==> src/rtl/aes_pkg.sv <==
// Shared constants and FSM encoding for the AES stream loader.
package aes_pkg;

    localparam int WIDTH             = 128;
    localparam int WORD              = 32;
    localparam int BEATS             = WIDTH / WORD;
    localparam int BUSY_WAIT_DEFAULT = 4;

    typedef enum logic [2:0] {
        IDLE,
        FIRE,
        WAIT_HI,
        WAIT_LO,
        CAPTURE
    } state_t;

endpackage

==> src/rtl/aes_word_packer.sv <==
// Assembles WIDTH/WORD stream words into one block, MSB word first,
// and holds it until the consumer clears the full flag.
module aes_word_packer
    import aes_pkg::*;
#(
    parameter int WIDTH = aes_pkg::WIDTH,
    parameter int WORD  = aes_pkg::WORD
) (
    input  logic             clk,
    input  logic             reset,
    input  logic             in_valid_i,
    output logic             in_ready_o,
    input  logic [WORD-1:0]  in_data_i,
    input  logic             clr_i,
    output logic             full_o,
    output logic [WIDTH-1:0] data_o
);

    localparam int NB = WIDTH / WORD;
    localparam int CW = $clog2(NB);

    logic [WIDTH-1:0] word_buf_q, word_buf_d;
    logic [CW-1:0]    cnt_q, cnt_d;
    logic             full_q, full_d;
    logic             en_q;
    logic             beat;

    // en_q keeps in_ready low while reset is asserted.
    assign in_ready_o = en_q & ~full_q;
    assign beat       = in_valid_i & in_ready_o;
    assign full_o     = full_q;
    assign data_o     = word_buf_q;

    // Next-state: shift a word in on each beat, mark full on the last one.
    always_comb begin
        // NOTE: every signal gets a default first so no path leaves it unassigned (no latch).
        word_buf_d = word_buf_q;
        cnt_d      = cnt_q;
        full_d     = full_q & ~clr_i;
        if (beat) begin
            word_buf_d = {word_buf_q[WIDTH-WORD-1:0], in_data_i};
            if (cnt_q == CW'(NB - 1)) begin
                cnt_d  = '0;
                full_d = 1'b1;
            end else begin
                cnt_d = cnt_q + 1'b1;
            end
        end
    end

    // State registers with asynchronous active-low reset.
    always_ff @(posedge clk or negedge reset) begin
        if (!reset) begin
            word_buf_q <= '0;
            cnt_q      <= '0;
            full_q     <= 1'b0;
            en_q       <= 1'b0;
        end else begin
            // NOTE: non-blocking assignments so every register samples pre-edge values.
            word_buf_q <= word_buf_d;
            cnt_q      <= cnt_d;
            full_q     <= full_d;
            en_q       <= 1'b1;
        end
    end

endmodule

==> src/rtl/aes_stream_loader.sv <==
// Stream adapter around an AES core: packs plaintext words, triggers the
// core, waits for busy to rise and fall, and serialises the result.
module aes_stream_loader
    import aes_pkg::*;
#(
    parameter int WIDTH     = aes_pkg::WIDTH,
    parameter int WORD      = aes_pkg::WORD,
    parameter int BUSY_WAIT = aes_pkg::BUSY_WAIT_DEFAULT
) (
    input  logic             clk,
    input  logic             reset,
    input  logic             in_valid,
    output logic             in_ready,
    input  logic [WORD-1:0]  in_data,
    input  logic             key_wr,
    input  logic [1:0]       key_idx,
    input  logic [WORD-1:0]  key_wdata,
    output logic             core_trig,
    output logic [WIDTH-1:0] core_data,
    output logic [WIDTH-1:0] core_key,
    input  logic             core_busy,
    input  logic [WIDTH-1:0] core_result,
    output logic             out_valid,
    input  logic             out_ready,
    output logic [WORD-1:0]  out_data,
    output logic             out_last,
    output logic             err
);

    localparam int NB = WIDTH / WORD;
    localparam int CW = $clog2(NB);
    localparam int TW = $clog2(BUSY_WAIT + 1);

    state_t           state_q;
    logic [TW-1:0]    timer_q;
    logic             core_trig_q;
    logic [WIDTH-1:0] core_data_q;
    logic [WIDTH-1:0] core_key_q;
    logic             err_q;

    logic [WIDTH-1:0] out_buf_q;
    logic [CW-1:0]    out_cnt_q;
    logic             out_full_q;
    logic [WORD-1:0]  out_word;

    logic             in_full;
    logic [WIDTH-1:0] in_block;
    logic             fire;
    logic             capture;
    logic             out_hs;

    // Fire only from IDLE with a full input, an empty output and an idle core;
    // all terms are registered, so same-cycle fills or drains wait one cycle.
    assign fire    = (state_q == IDLE) & in_full & ~out_full_q & ~core_busy;
    assign capture = (state_q == CAPTURE);
    assign out_hs  = out_full_q & out_ready;

    aes_word_packer #(
        .WIDTH (WIDTH),
        .WORD  (WORD)
    ) u_packer (
        .clk        (clk),
        .reset      (reset),
        .in_valid_i (in_valid),
        .in_ready_o (in_ready),
        .in_data_i  (in_data),
        .clr_i      (fire),
        .full_o     (in_full),
        .data_o     (in_block)
    );

    // Control FSM: trigger, busy handshake with timeout, capture, key writes.
    always_ff @(posedge clk or negedge reset) begin
        if (!reset) begin
            state_q     <= IDLE;
            timer_q     <= '0;
            core_trig_q <= 1'b0;
            core_data_q <= '0;
            core_key_q  <= '0;
            err_q       <= 1'b0;
        end else begin
            core_trig_q <= 1'b0;
            case (state_q)
                IDLE: begin
                    // Key changes are only accepted while no block is in flight.
                    if (key_wr) begin
                        for (int i = 0; i < NB; i++) begin
                            if (key_idx == 2'(i)) begin
                                core_key_q[(NB-1-i)*WORD +: WORD] <= key_wdata;
                            end
                        end
                    end
                    if (fire) begin
                        core_data_q <= in_block;
                        core_trig_q <= 1'b1;
                        state_q     <= FIRE;
                    end
                end
                FIRE: begin
                    timer_q <= '0;
                    state_q <= WAIT_HI;
                end
                WAIT_HI: begin
                    // The timer counts WAIT_HI cycles without busy; hitting
                    // BUSY_WAIT abandons the block and flags the error.
                    if (core_busy) begin
                        state_q <= WAIT_LO;
                    end else if (timer_q == TW'(BUSY_WAIT - 1)) begin
                        err_q   <= 1'b1;
                        state_q <= IDLE;
                    end else begin
                        timer_q <= timer_q + 1'b1;
                    end
                end
                WAIT_LO: begin
                    if (!core_busy) begin
                        state_q <= CAPTURE;
                    end
                end
                CAPTURE: begin
                    state_q <= IDLE;
                end
                default: begin
                    state_q <= IDLE;
                end
            endcase
        end
    end

    // Output buffer: load on CAPTURE, advance one word per handshake.
    always_ff @(posedge clk or negedge reset) begin
        if (!reset) begin
            out_buf_q  <= '0;
            out_cnt_q  <= '0;
            out_full_q <= 1'b0;
        end else if (capture) begin
            out_buf_q  <= core_result;
            out_cnt_q  <= '0;
            out_full_q <= 1'b1;
        end else if (out_hs) begin
            if (out_cnt_q == CW'(NB - 1)) begin
                out_cnt_q  <= '0;
                out_full_q <= 1'b0;
            end else begin
                out_cnt_q <= out_cnt_q + 1'b1;
            end
        end
    end

    // Word select, MSB word first; stable while the counter is held.
    always_comb begin
        out_word = '0;
        for (int i = 0; i < NB; i++) begin
            if (out_cnt_q == CW'(i)) begin
                out_word = out_buf_q[(NB-1-i)*WORD +: WORD];
            end
        end
    end

    assign core_trig = core_trig_q;
    assign core_data = core_data_q;
    assign core_key  = core_key_q;
    assign err       = err_q;
    assign out_valid = out_full_q;
    assign out_data  = out_word;
    assign out_last  = out_full_q & (out_cnt_q == CW'(NB - 1));

endmodule

==> config.mk <==
export PLATFORM = sky130hd
export DESIGN_NAME = aes_stream_loader
export DESIGN_NICKNAME = d
export VERILOG_FILES = /design/src/rtl/aes_pkg.sv /design/src/rtl/aes_word_packer.sv /design/src/rtl/aes_stream_loader.sv
export SDC_FILE = /design/constraint.sdc
export NUM_CORES = 1
export LEC_CHECK = 0
export BUFFER_PORTS_ARGS = -buffer_cell sky130_fd_sc_hd__buf_2
export CAP_MARGIN = 20
export CORE_AREA = 2 2 262 264
export DETAILED_ROUTE_END_ITERATION = 6
export DIE_AREA = 0 0 264 266
export SLEW_MARGIN = 40
export SYNTH_ARGS = -nofsm -noshare
export SYNTH_HDL_FRONTEND = slang
export SYNTH_HIERARCHICAL = 1
export SYNTH_SLANG_ARGS = --single-unit
==> constraint.sdc <==
create_clock -name clk -period 2 [get_ports clk]
set_input_delay 0.4 -clock clk [delete_from_list [all_inputs] [get_ports clk]]
set_output_delay 0.4 -clock clk [all_outputs]
set_load 0.01 [all_outputs]
==> impl_metrics.yaml <==
routing:
  ant_nets: 0
  route.vias.total: 13800
  drcViolationCount: 0
  routed_wl_um: 53900
  wl_per_cell_um: 18.0
  viasPerCell: 4.61
  first_pass_iters: 4
  drt_iter0_drc: 600
cts:
  clock_path_buffers: 3
  clock-sinks: 527
  clock_latency_ns: 0.60
  cts_buffers: 57
  cts_htree_levels: 2
  cts_tree: "built"
  cts.reportedPaths.clkPinSlew_ns: 0.06
  cts-root-buf: "clkbuf_16"
place:
  portBuffers: 492
  dp_hpwl_um: 36700
  globalplace.congestion: 0.807
  post-place-ws_ns: -0.0209
  placed_cells: 2736
  dpl-instance-area_mm2: 0.0253
logic_synthesis:
  ys_seq_elements: 527
  yosysUniqueCellTypes: 36
  synth_area_mm2: 0.0214
  synth_top_family_by_area: "multiplexers"
  syn_nets: 1574
  ys_seq_area_share_pct: 61.8
  syn_area_per_cell_um2: 15.6
  synthXorXnorAreaFrac_pct: 0.0410
  synth_mux_area_share_pct: 29.1
  synthCells: 1367
  synth_top_cell_by_area: "dfrtp_1"
  synthFlopType: "dfrtp_1"
  synth_most_common_cell: "dfrtp_1"
  yosys_warnings: 6
  synth-compound-area-share_pct: 3.76
  ys_async_sr_fraction_pct: 100
  synth_area_leaders: "dfrtp_1 (62%), mux2_2 (22%), mux2_4 (7.0%), a21oi_1 (1.5%), buf_6 (1.5%)"
  synthSimpleGateAreaFrac_pct: 1.64
  synth_edf_count: 0
  yosys.area.top_type_share_pct: 61.8
  ys_top_cells_by_count: "dfrtp_1 (527), mux2_2 (409), mux2_4 (100), a21oi_1 (63), nand2_1 (37)"
  synthAdderAreaFrac_pct: 0.410
global_route:
  antenna_found_initial: 4
  grt_pass1_wl_um: 84000
  grt_overflow: 0
  first_global_vias: 15000
  grt_max_degree: 77
  gr-usage-all-layers_pct: 14.9
critical_path:
  regToRegStartpoint: "state_q[1]"
  reg2regPathDepth: 5
  worstSetupStartpointType: "flop"
  cp.arrival_ns: 2.11
  cp-end-kind: "output port"
  critPathCapture: "out_data[15]"
  crit_required_ns: 1.60
  startpoint: "out_cnt_q[0]"
  worstSetupPathType: "flop to output port"
  r2r-end: "core_key[14]"
  rrSetupSlack_ns: 0.13
  crit_fanout: 10
run:
  maxCapViolations: 0
hold_path:
  hold_class: "input pin to flop"
status:
  violations: "setup timing"
  status: "finished with violations"
layout:
  drive_gt1_share_pct: 58.7
  multi_input_area_mm2: 0.00766
  final_cell_area_mm2: 0.0292
  area_growth_pct: 36.9
  num-nets-final: 2264
  seq_area_mm2: 0.0132
  fillCellCount: 6131
  utilization_pct: 43.1
  fin_cells: 2988
power_and_ir_drop:
  p_leak_nw: 14.0
  power_mw: 47.8
  power.density_mw_per_mm2: 1630
  ir_worst_vdd_uv: 910
floorplanning:
  rows: 96
  initial_utilization_pct: 31.5
  die_x_um: 264
  dieArea_mm2: 0.0702
  core_mm2: 0.0677
  ios: 493
  die_h_um: 266
sta:
  drv_slew: 0
  rsz0062_at_grt: "true"
  period_needed_ns: 2.51
  setup_violations: 33
  hold_violations: 0
  post-route-period-util_pct: 125
  skew_ns: 0.0159
  setup_ws_ns: -0.509
  tns_ns: -15.39
  whs_ns: 0.0420
  fmax_mhz: 399
-- cell families after synthesis --
| group | count (synthesis) |
|---|---|
| flip-flops | 527 |
| adder cells (fa/ha/maj) | 7 |
| XOR/XNOR | 1 |
| AO/OA/AOI/OAI | 132 |
| other | 1 |
| AND/OR/NAND/NOR | 65 |
| multiplexers | 518 |
| buffers and inverters | 116 |
-- placed cells by master, fill, tap and decap left out, types with 3 or more instances in the layout --
cell type | synthesis | layout
mux2i_1 | 3 | 3
dlygate4sd3_1 | 0 | 130
inv_1 | 35 | 33
nor2_1 | 7 | 7
o31ai_1 | 3 | 3
bufinv_16 | 0 | 8
buf_4 | 9 | 44
clkbuf_1 | 21 | 10
o21ai_1 | 0 | 25
ha_1 | 7 | 3
buf_12 | 0 | 33
clkbuf_16 | 0 | 61
mux2_2 | 409 | 409
nand3_1 | 3 | 3
dfrtp_1 | 527 | 526
nand2_1 | 37 | 37
nor2b_1 | 4 | 3
a21oi_2 | 0 | 26
clkbuf_8 | 0 | 16
clkinv_2 | 0 | 7
clkinvlp_4 | 0 | 3
a22o_1 | 32 | 32
ha_4 | 0 | 4
buf_6 | 28 | 8
buf_2 | 20 | 486
a21oi_1 | 63 | 36
buf_8 | 0 | 4
o21ai_0 | 30 | 3
mux2_1 | 6 | 6
mux2_4 | 100 | 100
buf_16 | 0 | 4
-- power breakdown --
group | leakage (nW) | switching, mW | internal [mW]
sequential | 6.44 | 3.13 | 15.9
clock | 1.01 | 4.39 | 6.97
combinational | 6.60 | 7.69 | 9.73
-- registers in the layout, summed over array words and instances (netlist names), 2 cells and up --
| register | cells |
|---|---|
| u_packer/cnt_q | 2 |
| out_buf_q | 128 |
| timer_q | 3 |
| core_key | 128 |
| state_q | 3 |
| u_packer/data_o | 128 |
| core_data | 128 |
| out_cnt_q | 2 |
-- layer usage --
layer	track usage [%]	wire length, um
met4	4.81	1430
met2	25.5	26600
met1	17.9	22100
met5	0	37
met3	4.60	3660
-- how the worst min path moves through the flow --
stage                           startpoint  slack [ns]             end  cells past startpoint
after floorplan                      reset        0.10    core_data[0]                      0
after global placement               reset        0.30   out_buf_q[55]                      1
after detailed placement             reset        0.30   out_buf_q[55]                      1
after CTS                  core_result[79]      0.0006   out_buf_q[79]                      2
after global routing      core_result[118]       0.002  out_buf_q[118]                      2
final                      core_result[86]        0.04   out_buf_q[86]                      2
-- layout make-up --
cell class	count	area share, %
Timing Repair Buffer	712	17.3
Sequential cell	527	45.1
Inverter	35	0.458
Multi-Input combinational cell	724	26.2
Tap cell	882	3.78
Antenna cell	1	0.00856
Clock buffer	84	5.85
Clock inverter	23	1.25
-- critical path: stages (launching register included) --
cell	delay, ns
dfrtp_1	0.41
buf_6	0.13
ha_4	0.21
buf_12	0.17
a21oi_1	0.13
o21ai_1	0.08
a22o_1	0.22
buf_2	0.15
-- repair_timing --
action | CTS | global route
pin swaps | 6 | 2
hold buffers | 130 | 0
endpoints found under the setup margin | 33 | 141
buffers inserted | 5 | 2
endpoints found under the hold margin | 199 | 0
gates cloned | 4 | 3
gates resized for setup | 55 | 38
No activity file was read; power rests on OpenSTA's default activity.
